`config.mk`:
```
export PLATFORM = sky130hd
export DESIGN_NAME = hawk_cmpdcmp_wr_engine
export DESIGN_NICKNAME = d
export VERILOG_FILES = /design/src/rtl/hawk_cmpdcmp_wr_engine.sv
export SDC_FILE = /design/constraint.sdc
export NUM_CORES = 2
export LEC_CHECK = 0
export BUFFER_PORTS_ARGS = -buffer_cell sky130_fd_sc_hd__buf_4
export CAP_MARGIN = 20
export CORE_AREA = 2 2 683 685
export DETAILED_ROUTE_END_ITERATION = 7
export DIE_AREA = 0 0 685 687
export SETUP_SLACK_MARGIN = 0.02
export SLEW_MARGIN = 20
export SYNTH_ARGS = -nofsm -noshare
export SYNTH_HDL_FRONTEND = slang
export SYNTH_SLANG_ARGS = --single-unit
```
`constraint.sdc`:
```
create_clock -name clk_i -period 7.2 [get_ports clk_i]
set_clock_uncertainty 0.1 [all_clocks]
set_input_delay 0.72 -clock clk_i [delete_from_list [all_inputs] [get_ports clk_i]]
set_output_delay 0.72 -clock clk_i [all_outputs]
set_load 0.01 [all_outputs]
```
`src/rtl/hawk_cmpdcmp_wr_engine.sv`:
```
`default_nettype none
// +--------------------------------------------------------------------------+
// | hawk_cmpdcmp_wr_engine: streams compressed/decompressed lines to the     |
// | internal AXI write channel, then writes the zsPage metadata line.        |
// | Rev 1.0                                                                  |
// +--------------------------------------------------------------------------+
module hawk_cmpdcmp_wr_engine #(
  parameter int ADDR_W     = 64,
  parameter int DATA_W     = 512,
  parameter int PTR_W      = 48,
  parameter int MD_W       = 400,
  parameter int PAGE_BYTES = 4096,
  parameter int CNT_W      = 7
) (
  input  logic                clk_i,
  input  logic                rst_ni,
  input  logic                trig_i,
  input  logic                comp_i,
  input  logic [ADDR_W-1:0]   start_addr_i,
  input  logic [CNT_W-1:0]    cline_cnt_i,
  input  logic [PTR_W-1:0]    iway_ptr_i,
  input  logic [PTR_W-1:0]    nxtway_ptr_i,
  input  logic [MD_W-1:0]     zspg_md_i,
  input  logic                src_valid_i,
  input  logic [DATA_W-1:0]   src_data_i,
  output logic                src_ready_o,
  output logic                wr_valid_o,
  output logic [ADDR_W-1:0]   wr_addr_o,
  output logic [DATA_W-1:0]   wr_data_o,
  output logic [DATA_W/8-1:0] wr_strb_o,
  input  logic                wr_ready_i,
  output logic                busy_o,
  output logic                done_o
);

  localparam int STRB_W     = DATA_W / 8;
  localparam int BEAT_SHIFT = $clog2(STRB_W);
  localparam int PAGE_LINES = PAGE_BYTES / STRB_W;
  localparam int MD_BYTES   = (MD_W + 2 * PTR_W) / 8;
  localparam logic [STRB_W-1:0] MD_STRB = {STRB_W{1'b1}} >> (STRB_W - MD_BYTES);

  typedef enum logic [2:0] {
    ST_IDLE = 3'd0,
    ST_XFER = 3'd1,
    ST_MD   = 3'd2,
    ST_WAIT = 3'd3,
    ST_DONE = 3'd4
  } state_e;

  state_e              state_q, state_d;
  logic [ADDR_W-1:0]   start_addr_q, start_addr_d;
  logic [CNT_W-1:0]    total_q, total_d;
  logic [CNT_W-1:0]    issued_q, issued_d;
  logic [CNT_W-1:0]    accepted_q, accepted_d;
  logic [PTR_W-1:0]    iway_q, iway_d;
  logic [PTR_W-1:0]    nxtway_q, nxtway_d;
  logic [MD_W-1:0]     md_q, md_d;
  logic                busy_q, busy_d;
  logic                wr_valid_q, wr_valid_d;
  logic [ADDR_W-1:0]   wr_addr_q, wr_addr_d;
  logic [DATA_W-1:0]   wr_data_q, wr_data_d;
  logic [STRB_W-1:0]   wr_strb_q, wr_strb_d;

  logic [CNT_W-1:0]    trig_total;
  logic                src_ready;
  logic                pop;
  logic                accept;

  assign trig_total = comp_i ? cline_cnt_i : CNT_W'(PAGE_LINES);

  // The slot can take a new line when it is empty or being drained this cycle.
  assign src_ready = (state_q == ST_XFER) && (issued_q < total_q) &&
                     (!wr_valid_q || wr_ready_i);
  assign pop       = src_ready && src_valid_i;
  assign accept    = wr_valid_q && wr_ready_i;

  always_comb begin
    state_d      = state_q;
    start_addr_d = start_addr_q;
    total_d      = total_q;
    issued_d     = issued_q;
    accepted_d   = accepted_q;
    iway_d       = iway_q;
    nxtway_d     = nxtway_q;
    md_d         = md_q;
    busy_d       = busy_q;
    wr_valid_d   = wr_valid_q;
    wr_addr_d    = wr_addr_q;
    wr_data_d    = wr_data_q;
    wr_strb_d    = wr_strb_q;

    unique case (state_q)
      ST_IDLE: begin
        if (trig_i) begin
          start_addr_d = start_addr_i;
          total_d      = trig_total;
          issued_d     = '0;
          accepted_d   = '0;
          iway_d       = iway_ptr_i;
          nxtway_d     = nxtway_ptr_i;
          md_d         = zspg_md_i;
          busy_d       = 1'b1;
          state_d      = (trig_total == '0) ? ST_MD : ST_XFER;
        end
      end
      ST_XFER: begin
        if (accept) begin
          wr_valid_d = 1'b0;
          accepted_d = accepted_q + CNT_W'(1);
          if ((accepted_q + CNT_W'(1)) == total_q) begin
            state_d = ST_MD;
          end
        end
        if (pop) begin
          wr_valid_d = 1'b1;
          wr_addr_d  = start_addr_q + (ADDR_W'(issued_q) << BEAT_SHIFT);
          wr_data_d  = src_data_i;
          wr_strb_d  = '1;
          issued_d   = issued_q + CNT_W'(1);
        end
      end
      ST_MD: begin
        wr_valid_d = 1'b1;
        wr_addr_d  = ADDR_W'(iway_q);
        wr_data_d  = DATA_W'({md_q, nxtway_q, iway_q});
        wr_strb_d  = MD_STRB;
        state_d    = ST_WAIT;
      end
      ST_WAIT: begin
        if (accept) begin
          wr_valid_d = 1'b0;
          state_d    = ST_DONE;
        end
      end
      ST_DONE: begin
        busy_d  = 1'b0;
        state_d = ST_IDLE;
      end
      default: begin
        state_d = ST_IDLE;
      end
    endcase
  end

  always_ff @(posedge clk_i or negedge rst_ni) begin
    if (!rst_ni) begin
      state_q      <= ST_IDLE;
      start_addr_q <= '0;
      total_q      <= '0;
      issued_q     <= '0;
      accepted_q   <= '0;
      iway_q       <= '0;
      nxtway_q     <= '0;
      md_q         <= '0;
      busy_q       <= 1'b0;
      wr_valid_q   <= 1'b0;
      wr_addr_q    <= '0;
      wr_data_q    <= '0;
      wr_strb_q    <= '0;
    end else begin
      state_q      <= state_d;
      start_addr_q <= start_addr_d;
      total_q      <= total_d;
      issued_q     <= issued_d;
      accepted_q   <= accepted_d;
      iway_q       <= iway_d;
      nxtway_q     <= nxtway_d;
      md_q         <= md_d;
      busy_q       <= busy_d;
      wr_valid_q   <= wr_valid_d;
      wr_addr_q    <= wr_addr_d;
      wr_data_q    <= wr_data_d;
      wr_strb_q    <= wr_strb_d;
    end
  end

  assign src_ready_o = src_ready;
  assign wr_valid_o  = wr_valid_q;
  assign wr_addr_o   = wr_addr_q;
  assign wr_data_o   = wr_data_q;
  assign wr_strb_o   = wr_strb_q;
  assign busy_o      = busy_q;
  assign done_o      = (state_q == ST_DONE);

endmodule
`default_nettype wire

```
==> impl_metrics.toml <==
[route]
top_layer = "met5"
dr_wl_met3_um = 43300
drt_wl_total_um = 377000
ant_nets = 0
wl_met1_um = 153000
post_drt_wl_per_cell_um = 25.6
drt_iter0_markers = 4612
wl_met2_um = 156000
drc = 0
dr.pass1.iters = 5
num_vias = 54300
via_per_inst = 3.68

[setup_path]
path_class = "reg2reg"
cpMostUsedCell = "buf_12"
critPathSlowestCell = "dfrtp_1"
crit_fanout = 156
cp_data_required_time_ns = 7.75
arrival_ns = 4.47
path_buf_inv = 2
cp_cell_sequence = "ha_1, a211oi_1, o221ai_1, a21oi_2, nand2_4, buf_12, buf_12, nand2_1, a31oi_1"
critPathTopFamily = "compound AO/OA/AOI/OAI gates"
setup.worst_path.end_class = "flop"
start_kind = "flop"
slowest_delay_ns = 0.45

[global_route]
grt_max_degree = 183
grt_pass1_wl_um = 491000
grt_usage = 0.153
grt_antenna_before_repair = 339
grt_pass1_vias = 53200
overflow = 0

[job]
cap_violations = 0

[layout]
drive_gt1_frac = 0.246
layoutNonFillerInstCount = 14700
final_common_cell = "nand2_1"
final_nets = 9375
syn_to_final_growth_pct = 70.3
final_cell_mix = "nand2_1 (2732), buf_4 (1790), dfrtp_1 (1163)"

[floorplan]
die_area_um2 = 471000
die_h_um = 687
num_io_pins = 1729
core_um2 = 463000
die_w_um = 685
initial_core_util = 0.107
placementRows = 250

[clock_tree]
numCtsBuffers = 149
cts_root_buf = "clkbuf_16"
clockBufferDepth = 4
clkSinkCount = 1164
htree_levels = 4
clkLatencyLatePin_ns = 0.85
cts_tree = "yes"
cts_setup_buffers = 0
clk_pin_slew_ns = 0.06
cts_resized = 0

[logic_synthesis]
yosys_warnings = 0
syn_nets = 6867
synth_flop_cell = "dfrtp_1"
synth_cells = 5766
syn_area_um2 = 49600
yosysUniqueCellTypes = 50
syn_avg_cell_area_um2 = 8.60
yosysSeqAreaShare = 0.587
synth-seq-cells = 1164
synth_edf_count = 0
async_flop_share = 1.00

[sta]
worst_pin_slew_ns = 1.09
period_needed_ns = 3.92
setup_viol = 0
rsz0062_at_grt = "no"
finalHoldViolations = 0
relSlewSlack = 0.272
slew_viol_final = 0
finalCritPeriodShare = 0.544
setup_tns_ns = 0
clock.fmax_ghz = 0.255

[power_and_ir_drop]
finalPower_mw = 34.3
powerDensity_nw_per_um2 = 407
p_leak_nw = 40.2
vdd_ir_drop_max_v = 0.000316

[placed_design]
dp.cells = 13300
io_buffers = 1728
place.gp.congestion = 1.01
dp_hpwl_um = 306000

[outcome]
outcome = "finished clean"

[worst_hold_path]
min_path_type = "in2reg"
## worst min-delay path, delay by kind of cell
family | cells | cell delay [ns]
AND/OR/NAND/NOR | 2 | 0.16
buffers and inverters | 1 | 0.08
## cell usage after synthesis (24+ instances only)
master	instances	area, um^2
o211ai_1	24	180
dfrtp_1	1164	29100
buf_6	31	349
nor2_1	500	1880
clkbuf_1	268	1010
buf_4	62	465
a31oi_1	485	3030
nand4_1	28	175
mux2i_1	24	240
xor2_1	48	420
buf_2	74	370
o21ai_0	73	365
nand3_1	78	390
nand2_1	2733	10300
## cell families after synthesis
family / synth area share
XOR/XNOR: 0.0113
AND/OR/NAND/NOR: 0.265
AO/OA/AOI/OAI: 0.0805
multiplexers: 0.00485
adder cells (fa/ha/maj): 0.00419
flip-flops: 0.587
buffers and inverters: 0.0464
## flip-flops by register name, indices dropped and copies added, names as in the netlist, 48 cells and up
register and cells:
start_addr_q 64, wr_data_o 512, nxtway_q 48, wr_addr_o 64, iway_q 48, md_q 400
## per-layer routing
layer / track usage / vias up
met5: 0.000510 / -
met4: 0.0843 / 190
met3: 0.0673 / 961
met2: 0.223 / 2782
met1: 0.189 / 26500
li1: - / 23800
## timing repair
| action | 4_1_cts | 5_1_grt |
|---|---|---|
| hold buffers | 985 | 0 |
| setup endpoints to repair | 0 | 0 |
| endpoints found under the hold margin | 1076 | 0 |
## where the power goes
part           internal [mW]  switching, mW  leakage (nW)
Combinational           5.44           8.89          23.2
Clock                   4.67           3.28          2.47
Sequential              9.81           2.26          14.5
Total                   19.9           14.4          40.2
## cell type report
cell class | instances | area, um^2
fillers | 51400 | 378000
flip-flops and latches | 1164 | 29100
repair buffers | 2801 | 23800
multi-input cells | 4147 | 18200
well taps | 6174 | 7720
clock buffers | 214 | 4360
clock inverters | 50 | 711
diodes | 174 | 435
inverters | 11 | 41.3
## path summary, 6_finish.rpt
| kind | start | to | slack (ns) | cells past startpoint |
|---|---|---|---|---|
| setup / recovery | issued_q[4] | wr_data_o[361] | 3.28 | 9 |
| hold / removal | zspg_md_i[366] | md_q[366] | 0.07 | 3 |
| setup reg to reg | issued_q[4] | wr_data_o[361] | 3.28 | 9 |
| hold reg to reg | iway_q[42] | iway_q[42] | 0.37 | 2 |
| max in group asynchronous | rst_ni | iway_q[46] | 4.68 | 4 |
| min in group asynchronous | rst_ni | md_q[211] | 0.42 | 2 |
## per-stage QoR
stage                     hold slack (ns)  setup slack (ns)   util  cell area [um^2]
after floorplan                     0.324              4.62      -             49600
after global placement              0.358              3.24  0.149             69000
after detailed placement            0.362              3.34  0.149             69100
after CTS                      0.00000921              3.30  0.182             84000
after global routing               0.0217              3.07  0.182             84200
final                              0.0720              3.28  0.182             84400
Power figures use the tool's default switching activity.
